--- config.mk ---
export PLATFORM = sky130hd
export DESIGN_NAME = nr_mod_mapper
export DESIGN_NICKNAME = d
export VERILOG_FILES = /design/src/rtl/nr_mod_mapper.sv
export SDC_FILE = /design/constraint.sdc
export NUM_CORES = 1
export LEC_CHECK = 0
export ABC_CLOCK_PERIOD_IN_PS = 3000
export CAP_MARGIN = 5
export CORE_ASPECT_RATIO = 1.2
export CORE_UTILIZATION = 30
export DETAILED_ROUTE_END_ITERATION = 8
export GPL_TIMING_DRIVEN = 0
export SLEW_MARGIN = 15
export SYNTH_ARGS = -nofsm -noshare
export SYNTH_HDL_FRONTEND = slang
export SYNTH_SLANG_ARGS = --single-unit
--- constraint.sdc ---
create_clock -name i_clk -period 3 [get_ports i_clk]
set_clock_uncertainty 0.15 [all_clocks]
set_input_delay 0.6 -clock i_clk [delete_from_list [all_inputs] [get_ports i_clk]]
set_output_delay 0.6 -clock i_clk [all_outputs]
set_load 0.02 [all_outputs]
--- src/rtl/nr_mod_mapper.sv ---
// Streaming BPSK / pi/2-BPSK / QPSK constellation mapper, packed bits in, Q1.15 IQ out.
// Optional macro NR_MOD_MAPPER_SYMIDX_EN adds the o_sym_idx output and a full-width symbol index.
module nr_mod_mapper #(
  parameter int IN_W  = 8,
  parameter int AMP   = 23170,
  parameter int CNT_W = 12
) (
  input  logic              i_clk,
  input  logic              i_rst,
  input  logic [IN_W-1:0]   i_data,
  input  logic [1:0]        i_mode,
  input  logic              i_last,
  input  logic              i_valid,
  output logic              o_ready,
  output logic [15:0]       o_re,
  output logic [15:0]       o_im,
  output logic              o_last,
  output logic              o_valid,
  input  logic              i_ready,
  output logic              o_err
`ifdef NR_MOD_MAPPER_SYMIDX_EN
  ,
  output logic [CNT_W-1:0]  o_sym_idx
`endif
);

  // Handshake: a word moves when i_valid & o_ready on a rising edge, a symbol moves when
  // o_valid & i_ready; o_valid and the payload stay frozen while o_valid & !i_ready.

  localparam int BC_W = $clog2(IN_W + 1);
`ifdef NR_MOD_MAPPER_SYMIDX_EN
  localparam int IDX_W = CNT_W;
`else
  localparam int IDX_W = 1;
`endif

  localparam logic [15:0]     POS       = 16'(AMP);
  localparam logic [15:0]     NEG       = 16'(-AMP);
  localparam logic [1:0]      M_PI2     = 2'd1;
  localparam logic [1:0]      M_QPSK    = 2'd2;
  localparam logic [1:0]      M_RSVD    = 2'd3;
  localparam logic [BC_W-1:0] SYM_FULL  = BC_W'(IN_W);
  localparam logic [BC_W-1:0] SYM_HALF  = BC_W'(IN_W / 2);

  logic [IN_W-1:0]  buf_q;
  logic [BC_W-1:0]  buf_cnt;
  logic [1:0]       buf_mode;
  logic             buf_last;
  logic [IDX_W-1:0] idx;

  logic             out_load, buf_empty, accept, in_rsvd, emit, load_full;
  logic             src_ok, src_last, src_qpsk, sym_last, b_re, b_im;
  logic [BC_W-1:0]  in_cnt, src_cnt;
  logic [1:0]       src_mode;
  logic [IN_W-1:0]  src_data, src_shift;

  // An empty buffer lets the incoming word feed the output register directly, so the
  // first symbol appears the cycle after the accept.
  always_comb begin
    out_load  = !o_valid || i_ready;
    buf_empty = (buf_cnt == '0);
    o_ready   = buf_empty || ((buf_cnt == BC_W'(1)) && out_load);
    accept    = i_valid && o_ready;
    in_rsvd   = (i_mode == M_RSVD);
    in_cnt    = (i_mode == M_QPSK) ? SYM_HALF : SYM_FULL;
    src_data  = buf_empty ? i_data : buf_q;
    src_mode  = buf_empty ? i_mode : buf_mode;
    src_last  = buf_empty ? i_last : buf_last;
    src_cnt   = buf_empty ? in_cnt : buf_cnt;
    src_ok    = buf_empty ? (accept && !in_rsvd) : 1'b1;
    emit      = out_load && src_ok;
    load_full = accept && (!buf_empty || !emit);
    src_qpsk  = (src_mode == M_QPSK);
    b_re      = src_data[0] ^ ((src_mode == M_PI2) && idx[0]);
    b_im      = src_qpsk ? src_data[1] : src_data[0];
    sym_last  = src_last && (src_cnt == BC_W'(1));
    src_shift = src_qpsk ? (src_data >> 2) : (src_data >> 1);
  end

  always_ff @(posedge i_clk) begin
    if (i_rst) begin
      buf_q    <= '0;
      buf_cnt  <= '0;
      buf_mode <= '0;
      buf_last <= 1'b0;
      idx      <= '0;
      o_valid  <= 1'b0;
      o_last   <= 1'b0;
      o_re     <= '0;
      o_im     <= '0;
      o_err    <= 1'b0;
`ifdef NR_MOD_MAPPER_SYMIDX_EN
      o_sym_idx <= '0;
`endif
    end else begin
      o_err <= accept && in_rsvd;

      if (load_full) begin
        buf_q    <= i_data;
        buf_cnt  <= in_rsvd ? '0 : in_cnt;
        buf_mode <= i_mode;
        buf_last <= i_last;
      end else if (emit) begin
        buf_q    <= src_shift;
        buf_cnt  <= src_cnt - BC_W'(1);
        buf_mode <= src_mode;
        buf_last <= src_last;
      end

      // A reserved last word closes the frame after everything buffered ahead of it.
      if (accept && in_rsvd && i_last) begin
        idx <= '0;
      end else if (emit) begin
        idx <= sym_last ? '0 : idx + IDX_W'(1);
      end

      if (out_load) begin
        o_valid <= emit;
        o_last  <= emit && sym_last;
        if (emit) begin
          o_re <= b_re ? NEG : POS;
          o_im <= b_im ? NEG : POS;
`ifdef NR_MOD_MAPPER_SYMIDX_EN
          o_sym_idx <= idx;
`endif
        end
      end
    end
  end

endmodule

==> run_results.csv <==
group,metric,value,unit
placement,dpl_worst_slack,-0.203,ns
synthesis,synth.cells.most_frequent,"buf_4, dfxtp_1, mux2i_1",
critical_path,cp.arrival,2.03,ns
pwr,p_clk_frac,0.091,
min_path,holdPathStages,2,
grt,antenna_found_initial,0,
route,finalWirelength,3.75,mm
floorplanning,core_area,5330,µm²
placement,io_buffer_count,45,
synthesis,synth_top_area_cell,"dfxtp_1",
cts,clock_path_buffers,2,
floorplanning,start_util,0.314,
route,dr.pass1.iters,4,
synthesis,synth_area_per_cell,8.51,µm²
cts,post_cts_buffers,0,
critical_path,worst-r2r-setup-slack,0.68,ns
final_layout,nets,266,
placement,hpwlAfterDp,2.93,mm
synthesis,synth_top_area_frac,0.287,
sta,tightest_slew,0.609,ns
cts,path_clk_slew,0.08,ns
route,vias,1459,
synthesis,yosys.cell_count.top_type,"buf_4",
sta,fin_crit,2.78,ns
critical_path,r2r_start,"buf_cnt[0]",
critical_path,worstReg2RegEnd,"buf_cnt[1]",
sta,finalCritPeriodShare,0.925,
synthesis,synthArstFlopShare,0,
pwr,switching_share,0.428,
synthesis,yosys_warnings,0,
final_layout,drive_above_1_share,0.190,
critical_path,crit_path_start_kind,"input port",
grt,grt-ovfl-total,0,
min_path,hold_start,"o_last",
pwr,seqPwrFrac,0.227,
pwr,combinationalPowerShare,0.682,
critical_path,worstPathMaxFanout,7,
pwr,p_int,1.40,mW
final_layout,multi_input_area,902,µm²
flow_run,drv_cap,0,
cts,cts_tree,"done",
floorplanning,dieArea,5890,µm²
floorplanning,die_h,83.9,µm
sta,setup_violations,0,
grt,grt_max_degree,14,
route,drtIter0Drc,75,
pwr,vdd_drop_max,0.434,mV
pwr,p_sw,1.04,mW
sta,finalWorstSetupSlack,0.225,ns
min_path,hp-class,"reg -> reg",
cts,clk_latency,0.27,ns
sta,setup_tns,0,ns
sta,max_slew_margin,0.594,
cts,clkSinkCount,24,
placement,gp_congestion,0.788,
final_layout,num_antenna_cells,0,
synthesis,yosys_register_bits,24,
route,post-route-drc-count,0,
synthesis,synth_cells,197,
grt,grt_pass1_vias,1353,
floorplanning,fp-row-count,29,
pwr,p_leak,0.938,nW
synthesis,netlist_area,1680,µm²
sta,slew_violations,0,
run_status,status,"complete, no violations",
route,wire_per_inst,12.1,µm
grt,grt_pass1_wl,6.51,mm
route,vias_per_cell,4.72,
critical_path,required,2.25,ns
placement,placed_cells,305,
cts,cts_resized,2,
synthesis,synthTopCellsByArea,"dfxtp_1, buf_4, mux2i_1",
cts,cts_hold_buffers,0,
synthesis,synth-edff-count,0,
cts,ctsHtreeMaxLevel,1,
synthesis,synthFlopType,"dfxtp_1",
route,detail-route-antenna-nets,0,
final_layout,regArea,480,µm²
grt,track_usage,0.134,
critical_path,end_kind,"output port",
min_path,min_to,"o_last",
synthesis,yosysSeqAreaShare,0.287,
critical_path,worstSetupPathType,"in -> out",
sta,fmax,360,MHz
floorplanning,io_pins,51,
synthesis,synth_cell_type_count,47,
sta,rsz0062_at_grt,"false",
cts,clock-root-buffer,"clkbuf_8",
pwr,powerDensity,1080,nW/µm²
final_layout,stdcell_count,309,
floorplanning,die_x,70.2,µm
final_layout,syn2layout_area_growth,35.2,%
final_layout,fillers,541,
sta,finalHoldViolations,0,
cts,cts_inserted_buffers,3,
critical_path,reg2reg_depth,8,
## registers in the layout (all words and copies together), names as in the netlist
register / flops
o_err: 1
idx: 1
o_im: 2
o_last: 1
buf_q: 8
buf_mode: 2
o_valid: 1
buf_last: 1
o_re: 3
buf_cnt: 4
## cell type report
class | count | share of cell area
plain buffers | 39 | 0.120
clock buffers | 4 | 0.0243
flip-flops and latches | 24 | 0.212
well taps | 62 | 0.0342
repair buffers | 45 | 0.198
multi-input cells | 127 | 0.398
inverters | 8 | 0.0132
## power by group through the flow
stage / Sequential (mW) / Combinational [mW] / Clock, mW
floorplan: 0.567 / 1.15 / 0
global placement: 0.557 / 1.68 / 0
detailed placement: 0.562 / 1.68 / 0
CTS: 0.554 / 1.69 / 0.229
global route: 0.578 / 1.81 / 0.244
finish: 0.554 / 1.66 / 0.221
## placed cells by master, fill, tap and decap left out, types with 6 or more instances in the layout
cell / Yosys / layout
nand2_1: 19 / 19
mux2i_1: 20 / 20
a21oi_1: 15 / 15
buf_4: 27 / 27
clkbuf_1: 7 / 7
inv_1: 8 / 8
nor2_1: 9 / 9
nor2b_1: 6 / 6
dfxtp_1: 24 / 24
clkdlybuf4s50_1: 0 / 44
## metrics by stage
| stage | cell area [µm²] | hold WS (ns) | total power [mW] | util |
|---|---|---|---|---|
| floorplan | 1680 | 0.290 | 1.72 | - |
| global placement | 2210 | 0.291 | 2.23 | 0.414 |
| detailed placement | 2210 | 0.296 | 2.25 | 0.414 |
| CTS | 2270 | 0.308 | 2.47 | 0.425 |
| global route | 2270 | 0.346 | 2.63 | 0.425 |
| finish | 2270 | 0.305 | 2.44 | 0.425 |
## layer usage
metal  global-route usage  wire length (µm)  vias to the layer above
met5                    0                 0                        -
met4               0.0382                35                        0
met3               0.0229               164                        4
met2                0.235              1790                       39
met1                0.167              1770                      656
li1                     -                 -                      760
## kinds of logic after synthesis
family,synth area share
AND/OR/NAND/NOR,0.158
AO/OA/AOI/OAI,0.220
buffers and inverters,0.181
flip-flops,0.287
multiplexers,0.119
adder cells (fa/ha/maj),0.0224
XOR/XNOR,0.0104
other,0.00224
## worst max path at each step
stage / startpoint / to / slack (ns)
floorplan: i_ready / buf_mode[0] / 0.72
global placement: i_ready / o_ready / -0.21
detailed placement: i_ready / o_ready / -0.20
CTS: i_ready / o_ready / 0.21
global route: i_ready / o_ready / 0.18
finish: i_ready / o_ready / 0.22
## worst max-delay path: stages
cell,delay [ns]
clkdlybuf4s50_1,0.47
nor2b_1,0.05
clkbuf_1,0.18
a211oi_2,0.34
dlygate4sd2_1,0.39
Power figures use the tool's default switching activity.
